==> src/rtl/gshare_pht.sv <==
// Gshare pattern history table: 2-bit saturating counters indexed by PC ^ GHR,
// with a registered prediction, a speculative GHR shift, GHR repair on mispredict, and a same-edge update bypass.
module gshare_pht #(
  parameter int INDEX_WIDTH = 8,
  parameter int HIST_WIDTH  = 8
) (
  input  logic                   clk_i,
  input  logic                   rst_i,
  input  logic                   en_i,
  input  logic                   lookup_en_i,
  input  logic [31:0]            pc_i,
  output logic                   pred_valid_o,
  output logic                   pred_taken_o,
  output logic [1:0]             pred_state_o,
  output logic [INDEX_WIDTH-1:0] pred_index_o,
  output logic [HIST_WIDTH-1:0]  pred_hist_o,
  input  logic                   update_en_i,
  input  logic [INDEX_WIDTH-1:0] update_index_i,
  input  logic                   update_taken_i,
  input  logic                   update_mispredict_i,
  input  logic [HIST_WIDTH-1:0]  update_hist_i,
  output logic [HIST_WIDTH-1:0]  ghr_o
);

  localparam int         ENTRIES  = 2 ** INDEX_WIDTH;
  localparam logic [1:0] CTR_INIT = 2'b01;  // weakly not-taken

  logic [1:0]             table_q [ENTRIES];
  logic [HIST_WIDTH-1:0]  ghr_q, ghr_next;
  logic [INDEX_WIDTH-1:0] lookup_index;
  logic [1:0]             upd_cur, upd_next, lookup_state;
  logic                   repair;

  logic                   pred_valid_q;
  logic [1:0]             pred_state_q;
  logic [INDEX_WIDTH-1:0] pred_index_q;
  logic [HIST_WIDTH-1:0]  pred_hist_q;

  // NOTE: every variable gets a default at the top of the block, so no path leaves it unassigned and no latch is inferred.
  always_comb begin
    repair       = update_en_i && update_mispredict_i;
    lookup_index = pc_i[INDEX_WIDTH+1:2] ^ INDEX_WIDTH'(ghr_q);
    upd_cur      = table_q[update_index_i];
    upd_next     = upd_cur;
    if (update_taken_i) begin
      if (upd_cur != 2'b11) upd_next = upd_cur + 2'd1;
    end else begin
      if (upd_cur != 2'b00) upd_next = upd_cur - 2'd1;
    end
    // A lookup colliding with this edge's update sees the post-update counter.
    lookup_state = (update_en_i && (update_index_i == lookup_index)) ? upd_next
                                                                    : table_q[lookup_index];
    // Truncating {hist, bit} to HIST_WIDTH is a left shift that also covers HIST_WIDTH = 1.
    ghr_next = ghr_q;
    if (lookup_en_i) ghr_next = HIST_WIDTH'({ghr_q, lookup_state[1]});
    if (repair)      ghr_next = HIST_WIDTH'({update_hist_i, update_taken_i});
  end

  // NOTE: the table is reset to a known counter value, so it is built from flops rather than an SRAM macro.
  always_ff @(posedge clk_i or posedge rst_i) begin
    if (rst_i) begin
      for (int i = 0; i < ENTRIES; i++) table_q[i] <= CTR_INIT;
    end else if (en_i && update_en_i) begin
      table_q[update_index_i] <= upd_next;
    end
  end

  // NOTE: sequential state is assigned with <= so every register samples pre-edge values.
  always_ff @(posedge clk_i or posedge rst_i) begin
    if (rst_i) begin
      ghr_q        <= '0;
      pred_valid_q <= 1'b0;
      pred_state_q <= 2'b00;
      pred_index_q <= '0;
      pred_hist_q  <= '0;
    end else if (en_i) begin
      ghr_q        <= ghr_next;
      pred_valid_q <= lookup_en_i && !repair;
      if (lookup_en_i) begin
        pred_state_q <= lookup_state;
        pred_index_q <= lookup_index;
        pred_hist_q  <= ghr_q;
      end
    end
  end

  assign pred_valid_o = pred_valid_q;
  assign pred_state_o = pred_state_q;
  assign pred_taken_o = pred_state_q[1];
  assign pred_index_o = pred_index_q;
  assign pred_hist_o  = pred_hist_q;
  assign ghr_o        = ghr_q;

endmodule

==> config.mk <==
export PLATFORM = sky130hd
export DESIGN_NAME = gshare_pht
export DESIGN_NICKNAME = d
export VERILOG_FILES = /design/src/rtl/gshare_pht.sv
export SDC_FILE = /design/constraint.sdc
export NUM_CORES = 2
export LEC_CHECK = 0
export ABC_AREA = 1
export BUFFER_PORTS_ARGS = -buffer_cell sky130_fd_sc_hd__buf_2
export CORE_MARGIN = 1
export CORE_UTILIZATION = 35
export CTS_BUF_LIST = sky130_fd_sc_hd__clkbuf_16
export DETAILED_ROUTE_END_ITERATION = 10
export PLACE_DENSITY_LB_ADDON = 0.12
export SLEW_MARGIN = 20
export SYNTH_ARGS = -nofsm -noshare
export SYNTH_HDL_FRONTEND = slang
export SYNTH_SLANG_ARGS = --single-unit
==> constraint.sdc <==
create_clock -name clk_i -period 27 [get_ports clk_i]
set_input_delay 5.4 -clock clk_i [delete_from_list [all_inputs] [get_ports clk_i]]
set_output_delay 5.4 -clock clk_i [all_outputs]
set_load 0.05 [all_outputs]
Yosys cells after proc, flatten, opt, wreduce, memory -nomap -nowiden
Cells that the tools add are included.
{"block": "classes", "addsub": 2, "n_mul": 0, "div_mod_pow": 0, "n_lt_le_gt_ge": 3, "eq_ne": 2, "shifts": 0, "n_mux": 15, "bitwise_logic": 3, "reduce_logical": 10}
{"cell": "bitwise mux 512 bit", "count": 1}
{"cell": "binary-select mux 2 bit (select 8 bit)", "count": 2}
{"cell": ">= comparator 9 bit, second input constant", "count": 2}
{"cell": "two-way mux 2 bit", "count": 9}
{"cell": "NOT 8 -> 9 bit", "count": 2}
{"cell": "demux 2 bit (select 8 bit)", "count": 1}
{"cell": "two-way mux 8 bit", "count": 2}
{"cell": "< comparator 9 x 1 -> 1 bit, second input constant", "count": 1}
{"cell": "equality test 8 bit", "count": 1}
{"cell": "bitwise XOR 8 bit", "count": 1}
{"cell": "logical AND 1 bit", "count": 5}
{"cell": "AND reduction 2 bit", "count": 2}
{"cell": "nonzero test 2 bit", "count": 2}
{"cell": "adder 2 x 1 -> 2 bit, second input constant", "count": 1}
{"cell": "!= test 2 bit, second input constant", "count": 1}
{"cell": "subtractor 2 x 1 -> 2 bit, second input constant", "count": 1}
{"cell": "logical NOT 1 bit", "count": 1}
{"block": "word_totals", "ff_bits": 539, "latchBits": 0, "mem_bits_rw": 0, "rom_bits": 0, "in_bits": 55, "output_inout_bits": 28, "mem_count": 0}

Logic depth before layout (Yosys ltp)
{"block": "logic_depth", "word_depth": 10, "mapped_depth": 22, "mapped_depth_nobuf": 19}

Worst setup path after synthesis
OpenSTA, ideal clock, no wires.
{"block": "synth_timing", "path_kind": "input-to-reg", "start": "in update_index_i[0]", "end": "reg table_q[129] in the netlist's numbering", "setup_time_ps": 128, "t_arrival_ps": 7293, "required_ps": 26872, "setup_slack_ps": 19579, "path_stages": 21, "n_path_buf": 5, "path_cell_list": "buf_4 > buf_6 > buf_4 > nand2_1 > o21ai_0 > nand2_1 > nand2_1 > nand2_1 > nand2_1 > o21ai_0 > nand2_1 > nor2_1 > nand2_1 > nor2_1 > nand2_1 > nand2_1 > nand2_1 > nand2_1 > buf_2 > buf_4 > a21oi_1"}
{"block": "synth_between", "elab_chain_cells": 8, "word_cells_on_any_way": 17, "classes_between": "add/sub (2); order compare (2); eq/ne (1); mux (9); bitwise (1); reduce/logical (2)"}
{"element": "from (decl)", "line": "18", "rtl": "input logic [INDEX_WIDTH-1:0] update_index_i,"}
{"element": "NOT 8 -> 9 bit (not written as such) *", "line": "43, 64"}
{"element": "binary-select mux 2 bit (select 8 bit)", "line": "43", "rtl": "upd_cur = table_q[update_index_i];"}
{"element": "two-way mux 2 bit (not written as such) (2 in a row)", "line": "43"}
{"element": "subtractor 2 x 1 -> 2 bit, or another cell as far along", "line": "48", "rtl": "if (upd_cur != 2'b00) upd_next = upd_cur - 2'd1;"}
{"element": "two-way mux 2 bit, on equally long branches", "line": "48, 46"}
{"element": "two-way mux 2 bit", "line": "45", "rtl": "if (update_taken_i) begin"}
{"element": "bitwise mux 512 bit *", "line": "64", "rtl": "table_q[update_index_i] <= upd_next;"}
{"element": "to (signal, indexed assignment)", "line": "64"}
{"element": "to (decl)", "line": "28", "rtl": "logic [1:0] table_q [ENTRIES];"}
Mark *: on every way between the ends. The rest lies on a longest branch, timed or not. The select of a mux whose other input is x is not followed.
A chain may end at the register's enable or synchronous reset.

Worst setup path after layout
{"block": "layout_timing", "start": "in update_index_i[1]", "end": "reg table_q[394] in the netlist's numbering"}
The elaborated chain is that of the path after synthesis.

==> results.md <==
- Outcome: complete, no violations
- Worst min path class: flop to flop
- Die footprint: ~92000 µm²
- Worst path most repeated cell: nand2_1
- Std-Cell Rows: 110
- Die Wd: 303 µm
- Antenna viol nets, final: 0
- Type of the worst setup path: primary input to flop
- Total power per unit cell area: approximately 69 nW/µm²
- FFs w/ async S/R, synth: 1.00
- Setup TNS Final: 0 ns
- Core Footprint: 89900 µm²
- Final hold slack: about 0.48 ns
- Number of iterations in the first detailed-routing pass: 5
- Starting density of the core: 0.353
- Number of global-route vias before repair: 28935
- Number of buffers inserted to repair setup after CTS: 0
- Port-buffer cells: 57
- Slew at the pin closest to its max-slew limit: around 1.1 ns
- Slowest stage cell on the critical path: buf_4
- Highest fanout seen on the critical path: 140
- Max Clock Skew: about 0.026 ns
- Arr. time, crit path: ~11 ns
- Count of endpoints failing setup in the final report: 0
- Top-level I/O count: slightly above 80
- Number of synthesized flops with an enable pin: 0
- Worst stage delay on the critical path: between 0.9 and 1 ns
- Largest net degree at the start of global routing: roughly 170
- Leakage: approximately 15 nW
- Clock latency on the worst-skew pair: between 0.6 and 0.7 ns
- Total wire length after detailed routing: approximately 130000 µm
- Die Span Y: around 300 µm
- Post-synthesis instance area: about 32000 µm²
- Layout overhead on the synthesized area: 9.99%
- H-tree depth: 3
- Number of buffers inserted for hold repair after clock tree synthesis: 0
- Crit path time final: 10.84 ns
- Crit start category: primary input
- Setup repair after global routing missed its margin: false
- Routability congestion estimate: roughly 0.88
- Number of clock sinks seen by CTS: approximately 540
- Number of warnings printed during yosys synthesis: 0
- Avg Cell Area, Syn: between 6 and 7 µm²
- CTS Root Buffer Type: clkbuf_16
- Data required time at the worst endpoint: roughly 27 ns
- Via count of the routed design: 30723
- Sequential fraction of the synthesis area: 0.435
- Final-report max-slew violation count: 0
- Peak supply drop: about 0.000053 V
- Remaining global-route overflow: 0
- Instance count of the mapped netlist: between 4000 and 5000
- Crit path cell chain: buf_4 > clkinv_2 > buf_4 > nor2_4 > buf_4 > nand2_1 > nand4_1 > nand2_1 > nand2_1 > nor2_1 > nor2_1 > nor2_1 > nand2_1 > nand2_1 > nand2_1 > nor2_1 > nand2_1 > nand2_2 > inv_8 > buf_4 > o21ai_0
- Routed len/inst: about 22 µm
- Post-CTS resize count: 0
- Ratio of cells with drive above 1 in the final layout: 0.106
- Clock input transition at the sequential cells of the worst setup and hold paths: ~0.060 ns
- Highest achievable clock rate: 92.3 MHz
- Number of endpoints with negative hold slack in the final report: 0
- Pre-CTS setup slack: ~16 ns
- Total Nets Final: around 4700
- Wire length of the first global-routing pass: between 150000 and 200000 µm
- Final routed DRC violation total: 0
- Core occupancy in the finished layout: 0.388
- Count of cells along the worst hold path: 2
- Total half-perimeter wirelength after legalization and detailed placement: just over 70000 µm
- Initial detailed-routing violation count: just under 3000
- Kind of capture point of the worst setup path: flop
- Bufs on Longest Clock Path: 3
- Number of antenna violations at the first check in global routing: 4
- CTS tree: yes
- Setup slack after layout: between 15 and 20 ns
- Total Power Consumption: 2.40 mW
- Register bit total from synthesis: roughly 540
- R2R depth: 17
- Count of maximum capacitance violations: 0
- Net count after synthesis: between 4000 and 5000
- Synth unique cells: 29
- Mean number of vias per cell: around 5.2
- Worst slew margin relative to its limit: 0.236
- Global Route Usage Sum: 0.278
- Cts bufs inserted: 68
- Top_reg_cell synth: dfrtp_1
- Fin crit share: 0.401
[through the flow]
step	instances	cell area, µm²
4_1_cts	5877	34900
3_5_place_dp	5752	32800
6_report	5882	34900
3_3_place_gp	5752	32800
5_1_grt	5877	34900
2_1_floorplan	4742	31700
[cell usage after synthesis, types with 30 or more instances]
cell type | count | area [µm²]
o21ai_1 | 30 | 150
buf_1 | 30 | 113
inv_1 | 390 | 1460
nand2_1 | 1478 | 5550
dfrtp_1 | 283 | 7080
nor2_1 | 801 | 3010
clkbuf_1 | 156 | 586
a21oi_1 | 431 | 2160
dfstp_2 | 256 | 6730
o211ai_1 | 53 | 398
o21ai_0 | 267 | 1340
buf_2 | 53 | 265
nand4_1 | 48 | 300
buf_4 | 38 | 285
nand3_1 | 377 | 1890
[sequential cells by signal, indices dropped and copies added, names as in the netlist]
name,flops
ghr_o,8
pred_hist_o,8
pred_index_o,8
pred_state_o,2
pred_valid_o,1
table_q,512
[cell families (layout without fill, tap and decap cells)]
group | count (synthesis) | count (layout) | synth area share
other | 0 | 5 | 0
muxes | 14 | 14 | 0.00470
AOI/OAI and AO/OA | 793 | 793 | 0.130
xor gates and xnor gates | 9 | 9 | 0.00249
buffers and inverters | 675 | 634 | 0.0870
DFF | 539 | 539 | 0.435
and+or+nand+nor | 2712 | 2712 | 0.340
[cell type report]
class                      instances  area [µm²]
antenna                            5        12.5
clock buffer                      69        1730
clock inverter                    56         333
fill                            9661       55000
inverter                         396        1500
multi-input combinational       3528       15300
sequential                       539       13800
tap                             1176        1470
timing repair buffer             113         764
[power breakdown]
part | internal [mW] | leakage (nW) | switching, mW | total (mW)
clock network | 0.484 | 1.08 | 0.387 | 0.872
logic | 0.155 | 7.82 | 0.476 | 0.632
registers | 0.866 | 6.47 | 0.0324 | 0.898
[critical path: cells and delay by family]
| kind | cells | cell delay [ns] |
|---|---|---|
| buffers and inverters | 6 | 3.58 |
| and+or+nand+nor | 14 | 1.97 |
| AOI/OAI and AO/OA | 1 | 0.18 |
[layer usage]
| metal | vias to the layer above | wire length [µm] | part of all wire | track usage |
|---|---|---|---|---|
| met5 | - | 36 | 0.00028 | 0 |
| met4 | 4 | 3870 | 0.030 | 0.0927 |
| met1 | 14530 | 57400 | 0.45 | 0.383 |
| li1 | 14911 | - | - | - |
| met3 | 206 | 8810 | 0.069 | 0.0477 |
| met2 | 1072 | 57400 | 0.45 | 0.440 |
[path summary, 6_finish.rpt]
path                                   startpoint        endpoint  slack (ns)
min in group asynchronous                   rst_i    table_q[457]        4.88
max in group asynchronous                   rst_i    table_q[211]       19.36
worst max-delay path            update_index_i[1]    table_q[394]       16.16
worst min-delay path               pred_hist_o[2]  pred_hist_o[2]        0.48
worst min register to register     pred_hist_o[2]  pred_hist_o[2]        0.48
worst max register to register       table_q[457]    table_q[394]       22.62
[cells in the final DEF, fill, tap and decap left out, drive strengths merged, types with 48 or more instances in the layout]
| master | Yosys | layout |
|---|---|---|
| dfrtp | 283 | 283 |
| dfstp | 256 | 256 |
| inv | 395 | 415 |
| o21ai | 297 | 297 |
| o211ai | 53 | 53 |
| buf | 123 | 113 |
| nand3 | 377 | 377 |
| nand4 | 48 | 48 |
| a21oi | 431 | 431 |
| nand2 | 1478 | 1478 |
| nor2 | 801 | 801 |
| clkbuf | 156 | 69 |
Note: power is estimated with default switching activity, not from simulation.
